File: src/rtl/adc_resp_pkg.sv
// adc_resp_pkg: shared widths, config-field indices, FSM states and
// channel decode for the emulated LTC2308-style serial ADC responder.
package adc_resp_pkg;

  localparam int DATA_W = 12;
  localparam int CFG_W  = 6;
  localparam int N_CH   = 8;

  // Config word, MSB first on the wire: {SD,OS,S1,S0,UNI,SLP}
  localparam int CFG_SD  = 5;
  localparam int CFG_OS  = 4;
  localparam int CFG_S1  = 3;
  localparam int CFG_S0  = 2;
  localparam int CFG_UNI = 1;
  localparam int CFG_SLP = 0;

  // CH0, single-ended, unipolar, awake
  localparam logic [CFG_W-1:0] CFG_RESET = 6'b100010;

  typedef enum logic [1:0] {
    IDLE,
    SHIFT,
    CONV
  } state_t;

  function automatic logic [2:0] cfg_to_channel(
    input logic [CFG_W-1:0] c
  );
    return {c[CFG_S1], c[CFG_S0], c[CFG_OS]};
  endfunction

endpackage

File: src/rtl/sync_edge_det.sv
// sync_edge_det: 2-FF synchroniser with rise/fall pulses on the synced value.
// Ports: i_clk, i_rst (async high), i_d (async in), o_q (synced), o_rise, o_fall.
module sync_edge_det #(
  parameter logic RST_VAL = 1'b0
) (
  input  logic i_clk,
  input  logic i_rst,
  input  logic i_d,
  output logic o_q,
  output logic o_rise,
  output logic o_fall
);

  logic r_s1;
  logic r_s2;
  logic r_s3;

  always_ff @(posedge i_clk or posedge i_rst) begin
    if (i_rst) begin
      r_s1 <= RST_VAL;
      r_s2 <= RST_VAL;
      r_s3 <= RST_VAL;
    end else begin
      r_s1 <= i_d;
      r_s2 <= r_s1;
      r_s3 <= r_s2;
    end
  end

  assign o_q    = r_s2;
  assign o_rise = r_s2 & ~r_s3;
  assign o_fall = ~r_s2 & r_s3;

endmodule

File: src/rtl/adc_serial_responder.sv
// adc_serial_responder: device end of the 4-wire serial ADC link, emulating
// an 8-channel 12-bit converter. Inputs: clk, reset, adc_sclk, adc_cs_n,
// adc_din, ch_data, err_clear. Outputs: adc_dout, cfg_valid, cfg_word,
// cfg_channel, frame_err.
module adc_serial_responder
  import adc_resp_pkg::*;
#(
  parameter int CONV_CYCLES = 64
) (
  input  logic                   clk,
  input  logic                   reset,
  input  logic                   adc_sclk,
  input  logic                   adc_cs_n,
  input  logic                   adc_din,
  output logic                   adc_dout,
  input  logic [N_CH*DATA_W-1:0] ch_data,
  output logic                   cfg_valid,
  output logic [CFG_W-1:0]       cfg_word,
  output logic [2:0]             cfg_channel,
  output logic                   frame_err,
  input  logic                   err_clear
);

  localparam int CW = $clog2(CONV_CYCLES);
  localparam logic [4:0] CFG_BITS = 5'(CFG_W);
  localparam logic [CW-1:0] CONV_LAST = CW'(CONV_CYCLES - 1);

  logic w_sclk_q, w_sclk_rise, w_sclk_fall;
  logic w_cs_q, w_cs_rise, w_cs_fall;
  logic w_din, w_din_rise, w_din_fall;
  logic w_unused;

  sync_edge_det #(.RST_VAL(1'b0)) u_sclk (
    .i_clk(clk), .i_rst(reset), .i_d(adc_sclk),
    .o_q(w_sclk_q), .o_rise(w_sclk_rise), .o_fall(w_sclk_fall)
  );

  sync_edge_det #(.RST_VAL(1'b1)) u_cs (
    .i_clk(clk), .i_rst(reset), .i_d(adc_cs_n),
    .o_q(w_cs_q), .o_rise(w_cs_rise), .o_fall(w_cs_fall)
  );

  sync_edge_det #(.RST_VAL(1'b0)) u_din (
    .i_clk(clk), .i_rst(reset), .i_d(adc_din),
    .o_q(w_din), .o_rise(w_din_rise), .o_fall(w_din_fall)
  );

  assign w_unused = ^{w_sclk_q, w_din_rise, w_din_fall};

  state_t             r_state;
  state_t             w_state_nxt;
  logic [DATA_W-1:0]  r_shift;
  logic [CFG_W-1:0]   r_cfg_shift;
  logic [CFG_W-1:0]   r_cfg_word;
  logic [4:0]         r_bit_cnt;
  logic [CW-1:0]      r_conv_cnt;
  logic               r_cfg_valid;
  logic               r_frame_err;
  logic               w_load;
  logic               w_commit;
  logic               w_err_set;
  logic [2:0]         w_chan;
  logic [DATA_W-1:0]  w_ch [N_CH];
  logic [DATA_W-1:0]  w_load_val;

  for (genvar g = 0; g < N_CH; g++) begin : g_ch
    assign w_ch[g] = ch_data[g*DATA_W +: DATA_W];
  end

  assign w_chan = cfg_to_channel(r_cfg_word);

  // Bipolar mode: flip MSB to turn offset-binary into two's complement
  always_comb begin
    w_load_val = w_ch[w_chan];
    if (!r_cfg_word[CFG_UNI]) begin
      w_load_val[DATA_W-1] = ~w_load_val[DATA_W-1];
    end
    if (r_cfg_word[CFG_SLP]) begin
      w_load_val = '0;
    end
  end

  always_ff @(posedge clk or posedge reset) begin
    if (reset) r_state <= IDLE;
    else       r_state <= w_state_nxt;
  end

  always_comb begin
    w_state_nxt = r_state;
    w_load      = 1'b0;
    w_commit    = 1'b0;
    w_err_set   = 1'b0;
    unique case (r_state)
      IDLE: begin
        if (w_cs_fall) begin
          w_load      = 1'b1;
          w_state_nxt = SHIFT;
        end
      end
      SHIFT: begin
        if (w_cs_rise) begin
          w_state_nxt = CONV;
          if (r_bit_cnt >= CFG_BITS) w_commit  = 1'b1;
          else                       w_err_set = 1'b1;
        end
      end
      CONV: begin
        // A master that re-selects too early still gets data
        if (w_cs_fall) begin
          w_load      = 1'b1;
          w_err_set   = 1'b1;
          w_state_nxt = SHIFT;
        end else if (r_conv_cnt == CONV_LAST) begin
          w_state_nxt = IDLE;
        end
      end
      default: w_state_nxt = IDLE;
    endcase
  end

  always_ff @(posedge clk or posedge reset) begin
    if (reset) begin
      r_shift     <= '0;
      r_cfg_shift <= '0;
      r_cfg_word  <= CFG_RESET;
      r_bit_cnt   <= '0;
      r_conv_cnt  <= '0;
      r_cfg_valid <= 1'b0;
      r_frame_err <= 1'b0;
    end else begin
      r_cfg_valid <= w_commit;
      if (w_commit) r_cfg_word <= r_cfg_shift;
      if (w_err_set)      r_frame_err <= 1'b1;
      else if (err_clear) r_frame_err <= 1'b0;
      if (r_state == CONV) r_conv_cnt <= r_conv_cnt + CW'(1);
      else                 r_conv_cnt <= '0;
      if (w_load) begin
        r_shift     <= w_load_val;
        r_cfg_shift <= '0;
        r_bit_cnt   <= '0;
      end else if (r_state == SHIFT) begin
        if (w_sclk_rise) begin
          if (r_bit_cnt < CFG_BITS) begin
            r_cfg_shift <= {r_cfg_shift[CFG_W-2:0], w_din};
          end
          if (r_bit_cnt != 5'd31) r_bit_cnt <= r_bit_cnt + 5'd1;
        end
        if (w_sclk_fall) begin
          r_shift <= {r_shift[DATA_W-2:0], 1'b0};
        end
      end
    end
  end

  assign adc_dout    = (r_state == SHIFT) & ~w_cs_q & r_shift[DATA_W-1];
  assign cfg_valid   = r_cfg_valid;
  assign cfg_word    = r_cfg_word;
  assign cfg_channel = w_chan;
  assign frame_err   = r_frame_err;

endmodule
File: config.mk
export PLATFORM = sky130hd
export DESIGN_NAME = adc_serial_responder
export DESIGN_NICKNAME = d
export VERILOG_FILES = /design/src/rtl/adc_resp_pkg.sv /design/src/rtl/sync_edge_det.sv /design/src/rtl/adc_serial_responder.sv
export SDC_FILE = /design/constraint.sdc
export NUM_CORES = 1
export LEC_CHECK = 0
export CAP_MARGIN = 15
export CORE_UTILIZATION = 35
export DETAILED_ROUTE_END_ITERATION = 6
export GPL_TIMING_DRIVEN = 1
export PLACE_DENSITY = 0.71
export SYNTH_ARGS = -nofsm -noshare
export SYNTH_HDL_FRONTEND = slang
export SYNTH_SLANG_ARGS = --single-unit
export TNS_END_PERCENT = 5
File: constraint.sdc
create_clock -name clk -period 2.85 [get_ports clk]
set_input_delay 0.57 -clock clk [delete_from_list [all_inputs] [get_ports clk]]
set_output_delay 0.57 -clock clk [all_outputs]
set_load 0.03 [all_outputs]
==> results of run 1 <==
[state kept, by name, indices dropped and copies added, names as in the netlist, 2 cells and up]
register,flops
r_state,2
r_bit_cnt,5
r_conv_cnt,6
cfg_word,6
r_cfg_shift,6
r_shift,12
[final cells by class]
| class | count | area (sq um) |
|---|---|---|
| timing repair buffer | 118 | 1169 |
| clock buffer | 5 | 68.82 |
| clock inverter | 3 | 20.02 |
| inverter | 9 | 33.78 |
| fill | 687 | 3714 |
| sequential | 47 | 1182 |
| tap | 102 | 127.6 |
| multi-input combinational | 173 | 1573 |
[path summary, 6_finish.rpt]
path | endpoint | depth (start not counted) | slack, ns | start
worst max register to register | r_shift[0]$_DFFE_PP0P_ | 6 | 0.51 | r_state[0]$_DFFE_PP0P_
worst min register to register | u_cs.o_q$_DFF_PP1_ | 0 | 0.36 | u_cs.r_s1$_DFF_PP1_
min in group asynchronous | r_shift[5]$_DFFE_PP0P_ | 3 | 0.73 | reset
worst min-delay path | u_cs.o_q$_DFF_PP1_ | 0 | 0.36 | u_cs.r_s1$_DFF_PP1_
worst max-delay path | adc_dout | 5 | 0.34 | r_state[1]$_DFFE_PP0P_
max in group asynchronous | cfg_word[0]$_DFFE_PP0P_ | 3 | 1.71 | reset
[report_power, final]
group	switching (mW)	total (mW)	internal, mW
Clock	0.228	0.399	0.171
Combinational	0.426	0.872	0.446
Sequential	0.147	0.986	0.839
Total	0.801	2.26	1.46
[layer usage]
metal  GRT usage [%]  vias up  part of all wire [%]
li1                -     1118                     -
met1           26.00     1150                    45
met2           29.35       29                    52
met3           3.008        8                   1.9
met4           4.615        0                  0.94
met5               0        -                     0
[critical path, cell delays in order (launching register included)]
cell             delay [ns]
dfrtp_1                0.47
inv_1                  0.11
ha_1                   0.20
nand2_1                0.06
nor2_1                 0.12
clkdlybuf4s50_1        0.69
[placed cells by master (no fill, tap or decap), types with 2 or more instances in the layout]
cell             instances
and2_1                   4
o21a_1                   4
xnor2_1                  4
o22ai_1                  4
nor2_1                  27
a22o_1                   7
o21ai_1                  4
buf_4                    5
and3_1                   3
o21ai_2                  2
nand2_1                 11
a21oi_1                 14
o21ai_0                  6
nor2b_1                  5
dfrtp_1                 42
mux2i_1                 15
nand3_1                  2
dfstp_2                  5
nand2b_1                 3
and2b_1                  2
mux4_2                  23
mux2_2                   7
inv_1                    8
clkinvlp_4               2
clkbuf_8                 5
ha_1                     8
xor2_1                   3
clkdlybuf4s50_1        113
[cells by family after synthesis]
| family | after synthesis |
|---|---|
| AOI/OAI and AO/OA | 51 |
| and+or+nand+nor | 62 |
| xor gates and xnor gates | 7 |
| DFF | 47 |
| adders and majority gates | 8 |
| buffers and inverters | 25 |
| muxes | 45 |
==> impl_metrics.tcl, run 1 <==
set metrics [dict create \
    synth_compound_gate_area_share_pct 12.37 \
    end_kind "primary output" \
    muxShareOfSynthArea_pct 25.73 \
    synth-edff-count 0 \
    power_mw 2.256 \
    fp.dieW_um 93.07 \
    syn-cell-area_sq_um 2903 \
    drive_gt1_share_pct 16.06 \
    async_reset_ff_share_pct 100.0 \
    syn_nets 355 \
    synth-simple-area-share_pct 10.52 \
    post-dp-hpwl_mm 6.374 \
    dp.cells 449 \
    setup_viol 0 \
    synth_top_family_by_area "multiplexers" \
    crit_type "reg2out" \
    num_rows 32 \
    synth_top_area_share_pct 36.21 \
    postPlaceCellArea_sq_um 4085 \
    synth-seq-cells 47 \
    fmax_ghz 0.3982 \
    dieArea_sq_um 8662 \
    cts_tree "done" \
    grt_antenna_before_repair 0 \
    clock_latency_ns 0.30 \
    pre_cts_ws_ns 0.5110 \
    area_growth_pct 43.79 \
    hold_buffers 0 \
    grt_pass1_wl_mm 12.13 \
    setup-tns-final_ns 0 \
    post-route-util_pct 52.92 \
    numPortBuffers 113 \
    synth.avg_cell_area_sq_um 11.85 \
    synth_warnings 0 \
    cts_buffers 5 \
    worstPathArrival_ns 1.94 \
    wl_mm 7.980 \
    diodes 0 \
    initial_core_util_pct 36.80 \
    vias 2305 \
    first_pass_iters 4 \
    hold_viol 0 \
    timing.final.crit_share_pct 88.11 \
    critPathRequiredTime_ns 2.28 \
    fin_nets 464 \
    drv_cap 0 \
    synthCells 245 \
    first_iter_violations 78 \
    drc 0 \
    drt-wirelength-per-cell_um 17.46 \
    gp_congestion 0.8231 \
    overflow 0 \
    synthXorXnorAreaFrac_pct 2.112 \
    clock-sinks 47 \
    grt_usage_pct 18.36 \
    maxSlewHeadroom_pct 57.48 \
    layout.cells.non_filler 457 \
    via_per_inst 5.044 \
    synth_area_leader_cell "dfrtp_1" \
    outcome "finished clean" \
    crit_fanout 7 \
    post-synth-top-count-cell "dfrtp_1" \
    peakVddDrop_v 0.0003375 \
    antenna_left 0 \
    yosysUniqueCellTypes 43 \
    synth.area.top_cells "dfrtp_1 36%, mux4_2 18%, mux2i_1 5.2%" \
    skew_ns 0.006631 \
    tightest_slew_ns 0.6218 \
    synth_fa_ha_area_share_pct 3.448 \
    cts-root-buf "clkbuf_8" \
    rsz0062_at_grt "false" \
    whs_ns 0.3590 \
    io_pins 114 \
    htree_levels 2 \
    grt_pass1_vias 2354 \
    powerDensity_nw_per_um2 540.6 \
    cts.repair.resized 0 \
    clk_transition_reported_paths_ns 0.08 \
    setup_slack_ns 0.3388 \
    synth_common_cells "42 x dfrtp_1, 27 x nor2_1, 23 x mux4_2" \
    leakage_nw 1.619 \
    hold_path_class "reg2reg" \
    ys_seq_area_share_pct 40.73 \
    postCtsSetupRepairBufs 0 \
    core_sq_um 7888 \
    min_period_ns 2.511 \
    ys.flop_type "dfrtp_1" \
    die_h_um 93.07 \
    final_cell_area_sq_um 4174 \
    grt_max_degree 48 \
    maxSlewViolCount 0 \
    clk_path_buf_depth 2 \
    cp-start-kind "flop" \
]
No activity file was read; power rests on OpenSTA's default activity.
==> run 2: changes to the inputs <==
--- a/config.mk
+++ b/config.mk
@@ -9,2 +9,3 @@
 export CORE_UTILIZATION = 35
+export CTS_CLUSTER_DIAMETER = 200
 export DETAILED_ROUTE_END_ITERATION = 6
@@ -12,2 +13,3 @@
 export PLACE_DENSITY = 0.71
+export RECOVER_POWER = 100
 export SYNTH_ARGS = -nofsm -noshare
==> constraint.sdc (replaced) <==
create_clock -name clk -period 2.85 [get_ports clk]
set_input_delay 0.4275 -clock clk [delete_from_list [all_inputs] [get_ports clk]]
set_output_delay 0.4275 -clock clk [all_outputs]
set_load 0.03 [all_outputs]
==> run 2 against run 1 <==
Clock power increased by 13%. Clock skew increased by 0.00079 ns. Critical path type is now reg2reg. Fmax increased by 3.3%. Critical path depth increased by 1. Worst setup slack improved by 0.081 ns. Largest cell class unchanged. Sequential share of layout area about the same. Largest power group unchanged. Routed wire length decreased by 2.4%.
==> impl_metrics.tcl, run 2 (synthesis gave the netlist of run 1 again) <==
set metrics [dict create \
    outcome "finished clean" \
    htree_levels 2 \
    setup_viol 0 \
    min_period_ns 2.430 \
    crit_type "reg2reg" \
    grt_max_degree 30 \
    drive_gt1_share_pct 14.08 \
    clock_latency_ns 0.30 \
    clk_transition_reported_paths_ns 0.09 \
    worstPathArrival_ns 2.58 \
    io_pins 114 \
    skew_ns 0.007425 \
    maxSlewViolCount 0 \
    gp_congestion 0.8011 \
    overflow 0 \
    clk_path_buf_depth 2 \
    hold_path_depth 0 \
    timing.final.crit_share_pct 85.28 \
    grt_antenna_before_repair 0 \
    dieArea_sq_um 8662 \
    cp-start-kind "flop" \
    setup-tns-final_ns 0 \
    first_pass_iters 4 \
    hold_path_class "reg2reg" \
    powerDensity_nw_per_um2 544.1 \
    crit_fanout 18 \
    cts-root-buf "clkbuf_8" \
    numPortBuffers 113 \
    die_h_um 93.07 \
    via_per_inst 5.105 \
    cts_tree "done" \
    maxSlewHeadroom_pct 25.65 \
    top_register "r_shift" \
    leakage_nw 1.663 \
    drv_cap 0 \
    cts_buffers 5 \
    core_sq_um 7888 \
    peakVddDrop_v 0.0003031 \
    final_cell_mix "97 x clkdlybuf4s50_1, 42 x dfrtp_1, 27 x nor2_1" \
    final_common_cell "clkdlybuf4s50_1" \
    area_growth_pct 43.84 \
    first_iter_violations 80 \
    fp.dieW_um 93.07 \
    grt_pass1_vias 2338 \
    fmax_ghz 0.4115 \
    post-route-util_pct 52.93 \
    drt-wirelength-per-cell_um 17.05 \
    rsz0062_at_grt "false" \
    power_mw 2.272 \
    cts.repair.resized 0 \
    postCtsSetupRepairBufs 0 \
    hold_buffers 0 \
    largest_reg_flops 12 \
    drc 0 \
    clock-sinks 47 \
    diodes 0 \
    initial_core_util_pct 36.80 \
    antenna_left 0 \
    grt_usage_pct 18.02 \
    r2r_cells 6 \
    vias 2333 \
    grt_pass1_wl_mm 11.94 \
    post-dp-hpwl_mm 6.225 \
    critPathRequiredTime_ns 3.00 \
    whs_ns 0.3536 \
    hold_viol 0 \
    wl_mm 7.792 \
    tightest_slew_ns 1.114 \
    end_kind "flop" \
    fin_nets 464 \
    num_rows 32 \
]
[run 2: area by class of cell]
| class | count | area [sq um] |
|---|---|---|
| clock buffer | 7 | 96.34 |
| clock inverter | 1 | 7.507 |
| fill | 677 | 3712 |
| inverter | 9 | 33.78 |
| multi-input combinational | 173 | 1554 |
| sequential | 47 | 1182 |
| tap | 102 | 127.6 |
| timing repair buffer | 118 | 1174 |
[run 2: worst paths after layout]
check / startpoint / endpoint / slack [ns]
setup / recovery: r_state[0]$_DFFE_PP0P_ / r_shift[0]$_DFFE_PP0P_ / 0.42
hold / removal: u_sclk.r_s1$_DFF_PP0_ / u_sclk.o_q$_DFF_PP0_ / 0.35
setup reg to reg: r_state[0]$_DFFE_PP0P_ / r_shift[0]$_DFFE_PP0P_ / 0.42
hold reg to reg: u_sclk.r_s1$_DFF_PP0_ / u_sclk.o_q$_DFF_PP0_ / 0.35
max in group asynchronous: reset / r_bit_cnt[1]$_DFFE_PP0P_ / 0.93
min in group asynchronous: reset / r_conv_cnt[1]$_DFF_PP0_ / 0.84
[run 2: power by group]
group / internal (mW) / switching (mW)
logic: 0.432 / 0.411
clock network: 0.221 / 0.231
registers: 0.839 / 0.138
total: 1.49 / 0.780
[run 2: metal layers]
layer  routed length, um  part of all wire (%)  GRT usage, %  vias to the layer above
met1                3456                    44         24.95                     1166
li1                    -                     -             -                     1118
met5                   0                     0             0                        -
met2                4049                    52         29.47                       41
met4                  80                   1.0         4.487                        0
met3                 205                   2.6         2.927                        8
[run 2: worst max-delay path: stages (launching register included)]
cell and delay (ns):
dfrtp_1 0.46, inv_1 0.14, ha_1 0.33, nor2_1 0.14, a211oi_2 0.45, nand2b_1 0.56, o32ai_1 0.20
[run 2: per-stage QoR]
step,std cells,area [sq um],worst slack [ns]
after detailed placement,449,4098,0.4770
after global routing,457,4175,0.1657
after global placement,449,4098,0.5886
final,457,4175,0.4196
after CTS,457,4202,0.4402
after floorplan,245,2903,0.9531
==> run 3: changes to the inputs <==
CAP_MARGIN = 20   (was 15)
==> results of run 3 <==
No change in the layout: final DEF, timing and power equal those of run 2.
